$ cat src/rtl/uart_pkg.sv
// Shared definitions for the UART receive frame controller: state encoding,
// error codes, default header byte and the byte-time helper.
package uart_pkg;

    typedef enum logic [2:0] {
        ST_IDLE    = 3'd0,
        ST_LEN     = 3'd1,
        ST_PAYLOAD = 3'd2,
        ST_CSUM    = 3'd3,
        ST_DRAIN   = 3'd4
    } state_t;

    localparam logic [1:0] ERR_CSUM    = 2'd0;
    localparam logic [1:0] ERR_LEN     = 2'd1;
    localparam logic [1:0] ERR_TIMEOUT = 2'd2;
    localparam logic [1:0] ERR_OVERRUN = 2'd3;

    localparam logic [7:0] DEFAULT_HEADER = 8'h55;

    // One byte on the wire is 10 bit times (start + 8 data + stop).
    function automatic int byte_time(input int clk_freq, input int baud_rate);
        return 10 * (clk_freq / baud_rate);
    endfunction

endpackage

$ cat src/rtl/uart_frame_buf.sv
// Payload register file: synchronous write port, combinational read port.
module uart_frame_buf #(
    parameter int ADDR_W = 4
) (
    input  logic              clk,
    input  logic              we,
    input  logic [ADDR_W-1:0] waddr,
    input  logic [7:0]        wdata,
    input  logic [ADDR_W-1:0] raddr,
    output logic [7:0]        rdata
);

    logic [7:0] mem [2**ADDR_W];

    always_ff @(posedge clk) begin
        if (we) begin
            mem[waddr] <= wdata;
        end
    end

    assign rdata = mem[raddr];

endmodule

$ cat src/rtl/uart_rx_frame_ctrl.sv
// Sequences UART receive bytes into HEADER/LEN/payload/CSUM frames and
// releases only fully validated payloads on a valid/ready byte stream.
module uart_rx_frame_ctrl
    import uart_pkg::*;
#(
    parameter int         CLK_FREQ      = 5_000_000,
    parameter int         BAUD_RATE     = 9600,
    parameter logic [7:0] HEADER        = DEFAULT_HEADER,
    parameter int         MAX_LEN       = 16,
    parameter int         TIMEOUT_BYTES = 4
) (
    input  logic       clk,
    input  logic       rst_n,
    input  logic [7:0] rx_data,
    input  logic       rx_valid,
    output logic [7:0] out_data,
    output logic       out_valid,
    input  logic       out_ready,
    output logic       out_last,
    output logic       frame_ok,
    output logic       frame_err,
    output logic [1:0] err_code,
    output logic       busy
);

    localparam int TIMEOUT_CYCLES = TIMEOUT_BYTES * byte_time(CLK_FREQ, BAUD_RATE);
    localparam int PTR_W  = $clog2(MAX_LEN + 1);
    localparam int TMO_W  = $clog2(TIMEOUT_CYCLES + 1);
    localparam int BUF_AW = (MAX_LEN > 1) ? $clog2(MAX_LEN) : 1;

    state_t           state_reg, state_next;
    logic [PTR_W-1:0] wr_ptr_reg, rd_ptr_reg, len_reg;
    logic [7:0]       sum_reg;
    logic [TMO_W-1:0] tmo_cnt_reg;
    logic             frame_ok_reg, frame_err_reg;
    logic [1:0]       err_code_reg;

    logic             err_event, ok_event;
    logic [1:0]       err_code_next;
    logic             timed_state, timed_next, tmo_expired;
    logic             buf_we, xfer, last_beat;
    logic [7:0]       buf_rdata;

    assign timed_state = (state_reg == ST_LEN) || (state_reg == ST_PAYLOAD) || (state_reg == ST_CSUM);
    assign timed_next  = (state_next == ST_LEN) || (state_next == ST_PAYLOAD) || (state_next == ST_CSUM);
    // A byte arriving in the expiry cycle takes priority over the timeout.
    assign tmo_expired = timed_state && !rx_valid && (tmo_cnt_reg == TMO_W'(TIMEOUT_CYCLES - 1));
    assign buf_we      = (state_reg == ST_PAYLOAD) && rx_valid;
    assign xfer        = (state_reg == ST_DRAIN) && out_ready;
    assign last_beat   = (rd_ptr_reg == len_reg - PTR_W'(1));

    uart_frame_buf #(
        .ADDR_W(BUF_AW)
    ) u_buf (
        .clk  (clk),
        .we   (buf_we),
        .waddr(wr_ptr_reg[BUF_AW-1:0]),
        .wdata(rx_data),
        .raddr(rd_ptr_reg[BUF_AW-1:0]),
        .rdata(buf_rdata)
    );

    always_ff @(posedge clk or negedge rst_n) begin
        if (!rst_n) begin
            state_reg <= ST_IDLE;
        end else begin
            state_reg <= state_next;
        end
    end

    always_comb begin
        state_next    = state_reg;
        err_event     = 1'b0;
        err_code_next = ERR_CSUM;
        ok_event      = 1'b0;
        case (state_reg)
            ST_IDLE: begin
                if (rx_valid && rx_data == HEADER) begin
                    state_next = ST_LEN;
                end
            end
            ST_LEN: begin
                if (rx_valid) begin
                    if (rx_data == 8'd0 || int'(rx_data) > MAX_LEN) begin
                        state_next    = ST_IDLE;
                        err_event     = 1'b1;
                        err_code_next = ERR_LEN;
                    end else begin
                        state_next = ST_PAYLOAD;
                    end
                end else if (tmo_expired) begin
                    state_next    = ST_IDLE;
                    err_event     = 1'b1;
                    err_code_next = ERR_TIMEOUT;
                end
            end
            ST_PAYLOAD: begin
                if (rx_valid) begin
                    if (wr_ptr_reg == len_reg - PTR_W'(1)) begin
                        state_next = ST_CSUM;
                    end
                end else if (tmo_expired) begin
                    state_next    = ST_IDLE;
                    err_event     = 1'b1;
                    err_code_next = ERR_TIMEOUT;
                end
            end
            ST_CSUM: begin
                if (rx_valid) begin
                    if (rx_data == sum_reg) begin
                        state_next = ST_DRAIN;
                        ok_event   = 1'b1;
                    end else begin
                        state_next    = ST_IDLE;
                        err_event     = 1'b1;
                        err_code_next = ERR_CSUM;
                    end
                end else if (tmo_expired) begin
                    state_next    = ST_IDLE;
                    err_event     = 1'b1;
                    err_code_next = ERR_TIMEOUT;
                end
            end
            ST_DRAIN: begin
                if (xfer && last_beat) begin
                    state_next = ST_IDLE;
                end
                // The receiver cannot be stalled, so bytes landing here are lost.
                if (rx_valid) begin
                    err_event     = 1'b1;
                    err_code_next = ERR_OVERRUN;
                end
            end
            default: state_next = ST_IDLE;
        endcase
    end

    always_comb begin
        out_valid = 1'b0;
        out_data  = 8'd0;
        out_last  = 1'b0;
        busy      = (state_reg != ST_IDLE);
        if (state_reg == ST_DRAIN) begin
            out_valid = 1'b1;
            out_data  = buf_rdata;
            out_last  = last_beat;
        end
    end

    assign frame_ok  = frame_ok_reg;
    assign frame_err = frame_err_reg;
    assign err_code  = err_code_reg;

    always_ff @(posedge clk or negedge rst_n) begin
        if (!rst_n) begin
            wr_ptr_reg    <= '0;
            rd_ptr_reg    <= '0;
            len_reg       <= '0;
            sum_reg       <= 8'd0;
            tmo_cnt_reg   <= '0;
            frame_ok_reg  <= 1'b0;
            frame_err_reg <= 1'b0;
            err_code_reg  <= ERR_CSUM;
        end else begin
            frame_ok_reg  <= ok_event;
            frame_err_reg <= err_event;
            if (err_event) begin
                err_code_reg <= err_code_next;
            end

            if (!timed_next || rx_valid || state_next != state_reg) begin
                tmo_cnt_reg <= '0;
            end else begin
                tmo_cnt_reg <= tmo_cnt_reg + TMO_W'(1);
            end

            if (state_reg == ST_LEN && rx_valid) begin
                len_reg    <= rx_data[PTR_W-1:0];
                sum_reg    <= rx_data;
                wr_ptr_reg <= '0;
            end
            if (buf_we) begin
                sum_reg    <= sum_reg + rx_data;
                wr_ptr_reg <= wr_ptr_reg + PTR_W'(1);
            end

            if (ok_event) begin
                rd_ptr_reg <= '0;
            end else if (xfer && !last_beat) begin
                rd_ptr_reg <= rd_ptr_reg + PTR_W'(1);
            end
        end
    end

endmodule
$ cat config.mk
export PLATFORM = sky130hd
export DESIGN_NAME = uart_rx_frame_ctrl
export DESIGN_NICKNAME = d
export VERILOG_FILES = /design/src/rtl/uart_pkg.sv /design/src/rtl/uart_frame_buf.sv /design/src/rtl/uart_rx_frame_ctrl.sv
export SDC_FILE = /design/constraint.sdc
export NUM_CORES = 1
export LEC_CHECK = 0
export CORE_MARGIN = 1.5
export CORE_UTILIZATION = 35
export DETAILED_ROUTE_END_ITERATION = 16
export DONT_BUFFER_PORTS = 1
export PLACE_DENSITY = 0.58
export SLEW_MARGIN = 20
export SYNTH_ARGS = -nofsm -noshare
export SYNTH_HDL_FRONTEND = slang
export SYNTH_HIERARCHICAL = 1
export SYNTH_SLANG_ARGS = --single-unit
$ cat constraint.sdc
create_clock -name clk -period 3.6 [get_ports clk]
set_input_delay 0.54 -clock clk [delete_from_list [all_inputs] [get_ports clk]]
set_output_delay 0.54 -clock clk [all_outputs]
set_load 0.01 [all_outputs]
==> results.py, run 1 <==
metrics = {
    "clock_tree": {
        "cts_buffer_depth": 2,
        "htree_levels": 4,
        "cts_hold_buf": 2,
        "clk_pin_slew_ps": 70,
        "cts_buffers": 17,
        "clockRootBuffer": "clkbuf_16",
        "worstSkewPairLatency_ps": 430,
        "cts_tree": "done",
        "postCtsResizedCells": 0,
        "clock-sinks": 173,
        "cts_setup_buffers": 0,
    },
    "timing": {
        "finalSetupViolCount": 0,
        "slew_headroom_pct": 45.2,
        "period_share_pct": 84.9,
        "fin_setup_tns_ps": 0,
        "finClkSkew_ps": 9.42,
        "period_needed_ps": 3060,
        "final_hold_viol_count": 0,
        "worst_pin_slew_ps": 819,
        "rsz0062_at_grt": "false",
        "max_freq_ghz": 0.327,
        "drv_slew": 0,
    },
    "grt": {
        "antenna_found_initial": 2,
        "grt_pass1_wl_um": 25800,
        "gr-total-overflow": 0,
        "grt_usage_pct": 14.8,
        "grt_pass1_vias": 4509,
        "grt_max_degree": 46,
    },
    "setup_path": {
        "worstPathArrival_ps": 2520,
        "critPathMaxFanout": 18,
        "required_ps": 3060,
        "cp_cell_sequence": "buf_12, mux4_1, a22oi_1, nand2_1, and2_1",
        "path_delay_family": "flip-flops",
        "end_kind": "output pin",
        "max_stage_delay_ps": 700,
        "startpoint_type": "register",
        "crit_slowest_cell": "dfrtp_2",
        "path_class": "reg2out",
        "r2r-start": "state_reg[2]",
        "critical_path_buf_inv_count": 1,
        "cp-startpoint": "rd_ptr_reg[0]",
    },
    "floorplanning": {
        "die_h_um": 152,
        "start_util_pct": 35.6,
        "die-width_um": 152,
        "io_pins": 27,
        "dieArea_sq_mm": 0.0231,
        "core_area_sq_mm": 0.0218,
        "std_cell_rows": 54,
    },
    "job": {
        "max_cap_violations": 0,
    },
    "pwr": {
        "p_clk_share_pct": 37.5,
        "combPwrFrac_pct": 14.8,
        "power.total_w": 0.00507,
        "power_density_mw_per_mm2": 576,
        "swShare_pct": 27.2,
        "ir_worst_vdd_uv": 364,
        "p_leak_nw": 3.09,
        "seqPwrFrac_pct": 47.7,
        "p_switching_w": 0.00138,
        "intPower_w": 0.00369,
    },
    "finish": {
        "largest_reg_flops": 128,
        "multiInputGateArea_sq_mm": 0.00263,
        "final_layout_size_suffix_gt1_share_pct": 15.8,
        "fin_nets": 561,
        "final-seq-area_sq_mm": 0.00497,
        "area_delta_synth_final_pct": 13.2,
        "fill_cells": 1981,
    },
    "detailed_routing": {
        "totalWireLength_um": 16700,
        "via_per_inst": 5.34,
        "num_vias": 4435,
        "first_pass_iters": 4,
        "wl_per_cell_um": 20.0,
        "drtIter0Drc": 215,
        "drc": 0,
        "ant_nets": 0,
    },
    "logic_synthesis": {
        "synth_fp_nets": 544,
        "synth_edf_count": 128,
        "synth_area_sq_mm": 0.00778,
        "async_reset_ff_share_pct": 26.0,
        "ys_warn_count": 6,
        "ys_seq_area_share_pct": 63.9,
        "yosys.area.top_type_share_pct": 49.4,
        "netlist_top_cells_area": "edfxtp_1, dfrtp_1, mux4_2, mux4_1, nor2_1",
        "yosysTopAreaCell": "edfxtp_1",
        "synth_flop_cell": "edfxtp_1",
        "syn_avg_cell_area_sq_um": 15.0,
        "ys_ff_latch": 173,
        "netlist_instances": 520,
        "ys_types": 59,
    },
    "placement": {
        "io_buffers": 0,
        "routabilityCongestion": 0.807,
        "dp_hpwl_um": 10900,
    },
    "hold_path": {
        "worstHoldPathType": "in2reg",
        "worst_hold_startpoint": "rx_data[0]",
    },
    "run_status": {
        "status": "finished, final reports clean",
    },
}
## through the flow
stage                     cell area [sq um]  hold slack, ps  setup slack [ps]  std cells  util [%]
after CTS                              8800             189               503        830      40.3
final                                  8800             203               542        831      40.3
after global placement                 8140             246               931        796      37.3
after global routing                   8800             177               394        830      40.3
after detailed placement               8140             246               852        796      37.3
after floorplan                        7780             244               748        520         -
## cell type report
cell class | count | area share [%]
Antenna cell | 1 | 0.0284
Inverter | 10 | 0.426
Clock inverter | 15 | 2.26
Multi-Input combinational cell | 315 | 29.9
Sequential cell | 173 | 56.5
Tap cell | 280 | 3.98
Timing Repair Buffer | 20 | 2.10
Clock buffer | 17 | 4.83
## worst paths after layout
kind / endpoint / slack (ps) / cells after the start
hold reg to reg: tmo_cnt_reg[0] / 480 / 1
setup reg to reg: u_buf/mem[14][6] / 880 / 6
hold / removal: u_buf/mem[14][0] / 200 / 0
setup / recovery: out_data[3] / 540 / 5
min in group asynchronous: tmo_cnt_reg[10] / 600 / 2
max in group asynchronous: rd_ptr_reg[0] / 2760 / 2
## logic make-up after synthesis
logic type               share of synthesized area [%]
adder cells (fa/ha/maj)                           2.03
AND/OR/NAND/NOR                                   11.3
buffers and inverters                             2.32
multiplexers                                      10.6
AO/OA/AOI/OAI                                     5.65
flip-flops                                        63.9
XOR/XNOR                                          4.15
## layout by cell type (no fill, tap or decap), drive strengths merged, types with 4 or more instances in the layout
| cell | synthesis | final |
|---|---|---|
| o21ai | 18 | 18 |
| nand4 | 5 | 5 |
| nor2b | 8 | 8 |
| a22oi | 18 | 18 |
| xnor2 | 15 | 15 |
| clkinv | 0 | 4 |
| mux4 | 32 | 32 |
| and3 | 5 | 5 |
| nand3 | 14 | 14 |
| buf | 12 | 19 |
| xor2 | 16 | 16 |
| inv | 10 | 17 |
| nor3 | 14 | 14 |
| ha | 11 | 11 |
| edfxtp | 128 | 128 |
| nand2 | 37 | 37 |
| nor2 | 48 | 48 |
| or3 | 5 | 5 |
| a21oi | 5 | 5 |
| clkbuf | 7 | 17 |
| nand2b | 6 | 6 |
| and2 | 13 | 13 |
| dfrtp | 45 | 45 |
## layer usage
layer	vias to the layer above	wire length (um)	track usage, %
met1	2254	7250	18.8
met2	125	8160	24.1
met3	26	875	4.11
li1	2030	-	-
met5	-	0	0
met4	0	362	5.32
## cell usage after synthesis (4+ instances only)
| library cell | instances |
|---|---|
| inv_1 | 10 |
| nand2b_1 | 6 |
| dfrtp_1 | 45 |
| or3_1 | 4 |
| a22oi_1 | 18 |
| clkbuf_1 | 7 |
| nand3_1 | 14 |
| nand2_1 | 37 |
| nor2_1 | 47 |
| and3_1 | 5 |
| and2_1 | 13 |
| edfxtp_1 | 128 |
| xnor2_1 | 15 |
| a21oi_1 | 5 |
| o21ai_0 | 18 |
| nor3_1 | 12 |
| mux4_1 | 14 |
| buf_2 | 6 |
| mux4_2 | 18 |
| xor2_1 | 16 |
| nor2b_1 | 8 |
| nand4_1 | 5 |
| ha_1 | 11 |
## power groups by stage
| stage | combinational, W | clock [W] | sequential, W |
|---|---|---|---|
| after floorplan | 0.000614 | 0 | 0.00240 |
| after detailed placement | 0.000734 | 0 | 0.00246 |
| final | 0.000749 | 0.00190 | 0.00242 |
| after global routing | 0.000832 | 0.00202 | 0.00243 |
| after CTS | 0.000755 | 0.00194 | 0.00242 |
| after global placement | 0.000709 | 0 | 0.00245 |
(Power assumes the default switching activity.)
==> inputs of run 2 (changes only) <==
Settings changed: PLACE_DENSITY 0.58 to 0.6.
Clock period 3.6 ns to 2.7 ns, I/O delays scaled along.
==> results.py, run 2 (same netlist as run 1, synthesis figures left out) <==
metrics = {
    "timing": {
        "period_share_pct": 96.6,
        "max_freq_ghz": 0.383,
        "final_hold_viol_count": 0,
        "slew_headroom_pct": 61.5,
        "period_needed_ps": 2610,
        "finClkSkew_ps": 11.9,
        "worst_pin_slew_ps": 575,
        "finalSetupViolCount": 0,
        "timing.hold.ws_ps": 73.7,
        "drv_slew": 0,
    },
    "clock_tree": {
        "cts_buffer_depth": 2,
        "htree_levels": 4,
        "cts_buffers": 17,
        "cts_tree": "done",
        "clock-sinks": 173,
        "worstSkewPairLatency_ps": 420,
        "clockRootBuffer": "clkbuf_16",
        "clk_pin_slew_ps": 70,
    },
    "setup_path": {
        "cp_cell_sequence": "inv_1, ha_2, xor3_4, nor3_4, and4_2, and2_4",
        "crit_slowest_cell": "xor3_4",
        "worstPathArrival_ps": 2200,
        "required_ps": 2300,
        "max_stage_delay_ps": 510,
        "path_class": "reg2out",
        "end_kind": "output pin",
        "critPathMaxFanout": 3,
        "startpoint_type": "register",
    },
    "finish": {
        "largest_reg_flops": 128,
        "final_common_cell": "edfxtp_1",
        "fin_area_sq_mm": 0.00885,
        "layout_common_cells": "edfxtp_1, nor2_1, dfrtp_1, nand2_1, buf_4",
        "instances_no_fill": 838,
        "area_delta_synth_final_pct": 13.8,
        "fill_cells": 1968,
        "fin_nets": 571,
        "antennaDiodeCount": 0,
        "final_layout_size_suffix_gt1_share_pct": 17.4,
    },
    "floorplanning": {
        "die-width_um": 152,
        "core_area_sq_mm": 0.0218,
        "io_pins": 27,
        "die_h_um": 152,
        "std_cell_rows": 54,
        "start_util_pct": 35.6,
        "dieArea_sq_mm": 0.0231,
    },
    "grt": {
        "grt_pass1_vias": 4682,
        "antenna_found_initial": 0,
        "grt_pass1_wl_um": 26200,
        "grt_max_degree": 46,
        "gr-total-overflow": 0,
        "grt_usage_pct": 15.0,
    },
    "pwr": {
        "power_density_mw_per_mm2": 749,
        "p_leak_nw": 3.13,
        "power.total_w": 0.00663,
        "ir_worst_vdd_uv": 448,
    },
    "job": {
        "max_cap_violations": 0,
    },
    "detailed_routing": {
        "num_vias": 4476,
        "drtIter0Drc": 233,
        "ant_nets": 0,
        "via_per_inst": 5.34,
        "wl_per_cell_um": 20.0,
        "first_pass_iters": 5,
        "totalWireLength_um": 16700,
        "drc": 0,
    },
    "placement": {
        "io_buffers": 0,
        "placed_cell_area_sq_mm": 0.00822,
        "routabilityCongestion": 0.746,
        "dp_hpwl_um": 10600,
        "dp_cells": 804,
    },
    "run_status": {
        "status": "finished, final reports clean",
    },
    "hold_path": {
        "worstHoldPathType": "in2reg",
    },
}
[run 2: cell type report]
class                   count  area, sq um  area share [%]
flip-flops and latches    173         4970            56.1
clock buffers              18          429            4.85
repair buffers             30          277            3.12
inverters                  10         37.5           0.424
multi-input cells         315         2650            29.9
well taps                 280          350            3.96
clock inverters            12          140            1.58
[run 2: routing by layer]
metal	GRT usage (%)	part of all wire (%)	wire length [um]
met3	3.42	4.1	690
met1	19.1	44	7340
met4	5.73	1.6	275
met5	0	0	0
met2	24.8	50	8430
[run 2: worst paths after layout]
check	from	end	slack (ps)	cells past startpoint
max in group asynchronous	rst_n	rd_ptr_reg[0]	1970	2
min in group asynchronous	rst_n	tmo_cnt_reg[12]	500	2
hold / removal	rx_data[0]	u_buf/mem[2][0]	70	0
setup reg to reg	state_reg[0]	u_buf/mem[1][6]	520	6
setup / recovery	len_reg[0]	out_last	90	6
hold reg to reg	tmo_cnt_reg[0]	tmo_cnt_reg[0]	490	1
[run 2: critical path: cells and delay by family (launching register included)]
family        cells  cell delay, ps
simple gates      3             590
xor+xnor          1             510
flops             1             380
fa+ha+maj         1             200
buf+inv           1              90
[run 2: what timing repair did]
item / CTS / global route
pin swaps: 1 / 1
setup endpoints to repair: 1 / 3
buffers inserted: 1 / 1
gates resized for setup: 1 / 3
hold buffers: 2 / 0
hold endpoints to repair: 45 / 0
[run 2: metrics by stage]
step | worst slack (ps) | utilization (%) | setup TNS [ps]
detailed placement | 343 | 37.7 | 0
finish | 92.4 | 40.6 | 0
CTS | 24.1 | 40.5 | 0
floorplan | 210 | - | 0
global route | -2.28 | 40.6 | -2.28
global placement | 381 | 37.7 | 0
[run 2: report_power, final]
group / internal (W) / switching [W]
clock network: 0.00137 / 0.00102
logic: 0.000497 / 0.000532
registers: 0.00303 / 0.000181
total: 0.00490 / 0.00174
